## src/rtl/board_switch_sword.sv

```systemverilog
// rtl/board_switch_sword.sv - periodic 74HC165-chain reader with two-scan debounce
// Loads the external PISO chain every COUNT_SCAN cycles, shifts DATA_BITS in, accepts on two matching scans.
module board_switch_sword #(
  parameter int CLK_FREQ    = 100,
  parameter int S_CLK_FREQ  = 25,
  parameter int DATA_BITS   = 16,
  parameter int SCAN_US     = 10000,
  parameter int CODE_ENDIAN = 1
) (
  input  logic                 clk,
  input  logic                 rst,
  output logic                 s_clk,
  output logic                 s_load_n,
  input  logic                 s_di,
  output logic [DATA_BITS-1:0] data,
  output logic                 update,
  output logic                 busy
);

  localparam int HALF       = CLK_FREQ / (2 * S_CLK_FREQ);
  localparam int COUNT_SCAN = CLK_FREQ * SCAN_US;
  localparam int CW         = (COUNT_SCAN > 2) ? $clog2(COUNT_SCAN) : 1;
  localparam int PW         = (HALF > 2) ? $clog2(HALF) : 1;
  localparam int KW         = (DATA_BITS > 2) ? $clog2(DATA_BITS) : 1;

  typedef enum logic [2:0] {IDLE, LOAD, SHIFT_LO, SHIFT_HI, DONE} state_t;

  state_t               state_q, state_d;
  logic [CW-1:0]        cnt_q, cnt_d;
  logic [PW-1:0]        ph_q, ph_d;
  logic [KW-1:0]        k_q, k_d;
  logic [KW-1:0]        pos;
  logic [DATA_BITS-1:0] shbuf_q, shbuf_d;
  logic [DATA_BITS-1:0] prev_q, prev_d;
  logic [DATA_BITS-1:0] data_q, data_d;
  logic                 update_q, update_d;
  logic                 s_clk_q, s_clk_d;
  logic                 s_load_n_q, s_load_n_d;
  logic                 busy_q, busy_d;
  logic                 s_di_q;
  logic                 cnt_wrap;
  logic                 ph_last;

  always_comb begin
    cnt_wrap = (cnt_q == CW'(COUNT_SCAN - 1));
    cnt_d    = cnt_wrap ? '0 : cnt_q + CW'(1);
    ph_last  = (ph_q == PW'(HALF - 1));
    pos      = (CODE_ENDIAN != 0) ? (KW'(DATA_BITS - 1) - k_q) : k_q;

    state_d  = state_q;
    ph_d     = ph_q;
    k_d      = k_q;
    shbuf_d  = shbuf_q;
    prev_d   = prev_q;
    data_d   = data_q;
    update_d = 1'b0;

    case (state_q)
      IDLE: begin
        // Counter wraps seen outside IDLE are simply dropped.
        if (cnt_wrap) begin
          state_d = LOAD;
          ph_d    = '0;
        end
      end
      LOAD: begin
        if (ph_last) begin
          state_d = SHIFT_LO;
          ph_d    = '0;
          k_d     = '0;
        end else begin
          ph_d = ph_q + PW'(1);
        end
      end
      SHIFT_LO: begin
        if (ph_last) begin
          shbuf_d[pos] = s_di_q;
          state_d      = SHIFT_HI;
          ph_d         = '0;
        end else begin
          ph_d = ph_q + PW'(1);
        end
      end
      SHIFT_HI: begin
        if (ph_last) begin
          ph_d = '0;
          if (k_q == KW'(DATA_BITS - 1)) begin
            state_d = DONE;
          end else begin
            k_d     = k_q + KW'(1);
            state_d = SHIFT_LO;
          end
        end else begin
          ph_d = ph_q + PW'(1);
        end
      end
      DONE: begin
        prev_d = shbuf_q;
        if ((shbuf_q == prev_q) && (shbuf_q != data_q)) begin
          data_d   = shbuf_q;
          update_d = 1'b1;
        end
        state_d = IDLE;
      end
      default: state_d = IDLE;
    endcase

    // Pin drivers are registered from the next state so they stay glitch-free and aligned with state_q.
    s_clk_d    = (state_d == SHIFT_HI);
    s_load_n_d = (state_d != LOAD);
    busy_d     = (state_d != IDLE);
  end

  always_ff @(posedge clk) begin
    s_di_q <= s_di;
    if (rst) begin
      state_q    <= IDLE;
      cnt_q      <= '0;
      ph_q       <= '0;
      k_q        <= '0;
      shbuf_q    <= '0;
      prev_q     <= '0;
      data_q     <= '0;
      update_q   <= 1'b0;
      s_clk_q    <= 1'b0;
      s_load_n_q <= 1'b1;
      busy_q     <= 1'b0;
    end else begin
      state_q    <= state_d;
      cnt_q      <= cnt_d;
      ph_q       <= ph_d;
      k_q        <= k_d;
      shbuf_q    <= shbuf_d;
      prev_q     <= prev_d;
      data_q     <= data_d;
      update_q   <= update_d;
      s_clk_q    <= s_clk_d;
      s_load_n_q <= s_load_n_d;
      busy_q     <= busy_d;
    end
  end

  assign s_clk    = s_clk_q;
  assign s_load_n = s_load_n_q;
  assign data     = data_q;
  assign update   = update_q;
  assign busy     = busy_q;

endmodule

```

## config.mk

```make
export PLATFORM = sky130hd
export DESIGN_NAME = board_switch_sword
export DESIGN_NICKNAME = d
export VERILOG_FILES = /design/src/rtl/board_switch_sword.sv
export SDC_FILE = /design/constraint.sdc
export NUM_CORES = 1
export LEC_CHECK = 0
export ABC_AREA = 1
export BUFFER_PORTS_ARGS = -buffer_cell sky130_fd_sc_hd__buf_2
export CAP_MARGIN = 10
export CORE_MARGIN = 5
export CORE_UTILIZATION = 55
export DETAILED_ROUTE_END_ITERATION = 8
export GPL_TIMING_DRIVEN = 0
export PLACE_DENSITY = 0.83
export REMOVE_ABC_BUFFERS = 1
export SLEW_MARGIN = 20
export SYNTH_ARGS = -nofsm -noshare
export SYNTH_HDL_FRONTEND = slang
export SYNTH_SLANG_ARGS = --single-unit
```

## constraint.sdc

```tcl
create_clock -name clk -period 2.2 [get_ports clk]
set_clock_uncertainty 0.1 [all_clocks]
set_input_delay 0.22 -clock clk [delete_from_list [all_inputs] [get_ports clk]]
set_output_delay 0.22 -clock clk [all_outputs]
set_load 0.1 [all_outputs]
```

==> metrics.log <==
[metrics] Die Y-Extent: 93.4 um
[metrics] clock sink count: 81
[metrics] top cells by instance count after synthesis: 123 x sky130_fd_sc_hd__nand2_1, 102 x sky130_fd_sc_hd__nor2_1, 81 x sky130_fd_sc_hd__dfxtp_1
[metrics] vias in the first global route: 3078
[metrics] proportion of netlist area held by the largest area contributor: between 40% and 50%
[metrics] status: complete, no violations
[metrics] count leader, synth: sky130_fd_sc_hd__nand2_1
[metrics] cell area after synthesis: about 3800 um^2
[metrics] share of flip-flops with an asynchronous set or reset after synthesis: 0%
[metrics] last weighted congestion value of the routability-driven placer: around 0.88
[metrics] min-delay worst type: input pin to register
[metrics] count of vias placed by the detailed router: approximately 3400
[metrics] number of H-tree levels: 3
[metrics] total routing usage reported by global routing: between 10% and 20%
[metrics] die outline area: approximately 8700 um^2
[metrics] antenna diode count: 0
[metrics] # setup viols final: 0
[metrics] HPWL reported at the end of detailed placement: ~5400 um
[metrics] CTS clock-pin slew for the worst setup and hold paths: around 80 ps
[metrics] endpoint arrival time on the critical path: between 2000 and 2500 ps
[metrics] number of warnings reported in the yosys synthesis log: 0
[metrics] multi-input gate area in the final layout: ~1800 um^2
[metrics] final design utilization: between 60 and 70%
[metrics] Worst-Skew Late Latency: roughly 350 ps
[metrics] clock buffer depth: 2
[metrics] crit-path max FO: 33
[metrics] core box area: ~6800 um^2
[metrics] count of routing violations after the opening detailed-route iteration: 196
[metrics] top-level I/O count: 23
[metrics] fill cell count: between 600 and 700
[metrics] synth top area cells: sky130_fd_sc_hd__dfxtp_1 42%, sky130_fd_sc_hd__nand2_1 12%, sky130_fd_sc_hd__nor2_1 10%, sky130_fd_sc_hd__inv_1 7.5%, sky130_fd_sc_hd__xor2_1 6.9%
[metrics] Setup Crit Path Kind: register to register
[metrics] DR DRC count: 0
[metrics] power per standard cell area: 579 nW/um^2
[metrics] syn avg cell area: ~6.9 um^2
[metrics] pin count of the biggest net entering global routing: 51
[metrics] final setup slack of the worst path: between 200 and 250 ps
[metrics] site row count: 30
[metrics] final global-route overflow total: 0
[metrics] EDFF count, synth: 0
[metrics] Layout Area Growth over Synthesis: 8.54%
[metrics] top achievable clock speed: approximately 500 MHz
[metrics] Post-Syn Instances: roughly 550
[metrics] average vias per placed instance: ~5.0
[metrics] largest area contributor in the netlist: sky130_fd_sc_hd__dfxtp_1
[metrics] hold violation count in the final report: 0
[metrics] #FFs+latches synth: just over 80
[metrics] headroom to the max-slew limit: 50.4%
[metrics] sort of element at the start of the critical path: register
[metrics] final layout net count: about 580
[metrics] portion of the post-synthesis area used by sequential elements: 42.4%
[metrics] main flop type after synthesis: sky130_fd_sc_hd__dfxtp_1
[metrics] Leak Pwr: 2.04 nW
[metrics] clock tree from TritonCTS: yes
[metrics] area taken by flip-flops and latches: between 1500 and 2000 um^2
[metrics] antenna violations before repair: 0
[metrics] effective utilization at floorplan: between 50% and 60%
[metrics] shortest clock period the worst path allows after layout: ~2000 ps
[metrics] global-route wire length before repair: about 14000 um
[metrics] Max-cap violations: 0
[metrics] Routed Antenna Nets: 0
[metrics] routed len/inst: ~12 um
[metrics] final count of pins violating max slew: 0
[metrics] CTS buffer count: 9
[metrics] setup repair after global routing missed its margin: no
[metrics] count of cell types in the netlist: 26
[metrics] Critical Path End Type: register
[metrics] post-route fraction of the period consumed by the critical path: 90.8%
[metrics] Routed WL: ~7900 um
[metrics] share of final-layout standard cells stronger than drive strength 1: just over 7%
[metrics] Total Neg Setup Slack: 0 ps
[metrics] measured slew at the worst slew-check pin: 743 ps
[metrics] Max rail drop VDD: roughly 0.34 mV
[metrics] die span in x: a little over 90 um
[metrics] Detailed Routing Iterations Pass 1: 4
[metrics] pre-CTS setup slack: -53.4 ps
[metrics] clock root cell: sky130_fd_sc_hd__clkbuf_8
[metrics] Buffers on Ports: 22
[metrics] Required @ worst endpoint: roughly 2400 ps
[kinds of logic (layout without fill, tap and decap cells)]
| group | count (synthesis) | count (layout) | synth area share (%) |
|---|---|---|---|
| fa+ha+maj | 5 | 5 | 1.64 |
| buf+inv | 92 | 116 | 9.56 |
| flops | 81 | 81 | 42.4 |
| compound gates | 70 | 70 | 9.39 |
| simple gates | 270 | 271 | 28.7 |
| xor+xnor | 36 | 36 | 8.25 |
[placed cells by master, fill, tap and decap left out]
cell                            Yosys  final
sky130_fd_sc_hd__nor2_2             2      3
sky130_fd_sc_hd__nor2_1           102    102
sky130_fd_sc_hd__xnor2_1            6      6
sky130_fd_sc_hd__clkinv_2           0      1
sky130_fd_sc_hd__dfxtp_1           81     81
sky130_fd_sc_hd__a211oi_1           2      2
sky130_fd_sc_hd__nor3b_1            1      1
sky130_fd_sc_hd__inv_2              3      4
sky130_fd_sc_hd__clkbuf_8           0      9
sky130_fd_sc_hd__nor3_1            10     10
sky130_fd_sc_hd__nand2_4            0      1
sky130_fd_sc_hd__nand4_1            4      4
sky130_fd_sc_hd__nor4_1             4      4
sky130_fd_sc_hd__a221oi_1           1      1
sky130_fd_sc_hd__nand3b_1           1      1
sky130_fd_sc_hd__ha_1               5      5
sky130_fd_sc_hd__clkbuf_1           6      4
sky130_fd_sc_hd__o21ai_0           32     32
sky130_fd_sc_hd__dlygate4sd3_1      0      1
sky130_fd_sc_hd__xor2_1            30     30
sky130_fd_sc_hd__buf_2              4     22
sky130_fd_sc_hd__a21oi_1           35     35
sky130_fd_sc_hd__and3_1             2      2
sky130_fd_sc_hd__nand2_2            2      1
sky130_fd_sc_hd__nand3_1           18     18
sky130_fd_sc_hd__nand2_1          123    123
sky130_fd_sc_hd__nor2_4             1      1
sky130_fd_sc_hd__inv_1             76     75
[metrics by stage]
step                      instance area (um^2)  total power [W]  instances  hold WS (ps)
after floorplan                           3750          0.00153        541           148
after global placement                    3980          0.00155        659           225
after detailed placement                  3980          0.00155        659           224
after CTS                                 4140          0.00243        675          98.7
after global routing                      4150          0.00251        675           121
final                                     4150          0.00240        675          99.6
[cell type report]
class / instances / share of cell area, %
inverter: 79 / 7.15
multi-input combinational: 382 / 44.5
tap: 96 / 2.90
timing repair buffer: 23 / 2.90
clock inverter: 1 / 0.121
sequential: 81 / 39.1
clock buffer: 13 / 3.35
[sequential cells by signal (all words and copies together) (netlist names)]
register,cells
busy,1
cnt_q,20
data,16
k_q,4
ph_last,1
prev_q,16
s_clk,1
s_di_q,1
s_load_n,1
shbuf_q,16
state_q,3
update,1
[critical path: stages (launching register included)]
cell and delay [ps]:
sky130_fd_sc_hd__dfxtp_1 320, sky130_fd_sc_hd__inv_1 100, sky130_fd_sc_hd__nand2_2 110, sky130_fd_sc_hd__nor2_4 310, sky130_fd_sc_hd__nand2_1 90, sky130_fd_sc_hd__nor2_1 120
sky130_fd_sc_hd__nand3_1 110, sky130_fd_sc_hd__nor2_2 140, sky130_fd_sc_hd__nand2_4 230, sky130_fd_sc_hd__nand2_1 140, sky130_fd_sc_hd__nand2_1 60, sky130_fd_sc_hd__nor2_1 110
[per-layer routing]
metal,share of wire (%),vias up,GRT usage (%),wire [um]
met5,0,-,0,0
met4,1.8,0,7.33,144
met3,5.0,11,4.26,393
met2,48,67,32.5,3790
met1,45,1526,24.5,3560
li1,-,1759,-,-
[path summary, 6_finish.rpt]
path	cells after the start	from	slack, ps	end
worst min-delay path	2	rst	100	state_q[2]
worst min register to register	1	cnt_q[0]	340	cnt_q[0]
worst max-delay path	11	state_q[0]	200	data[5]
worst max register to register	11	state_q[0]	200	data[5]
[repair_timing]
| item | 4_1_cts | 5_1_grt |
|---|---|---|
| hold buffers | 1 | 0 |
| cloned | 1 | 0 |
| gates resized for setup | 0 | 1 |
| endpoints found under the setup margin | 16 | 17 |
| hold endpoints to repair | 1 | 0 |
| setup buffers | 0 | 0 |
| pin swaps | 1 | 0 |
[power by group]
part           internal [W]  switching [W]
combinational    0.00000929      0.0000280
clock              0.000398       0.000490
sequential          0.00147     0.00000729
No activity file was read; power rests on OpenSTA's default activity.
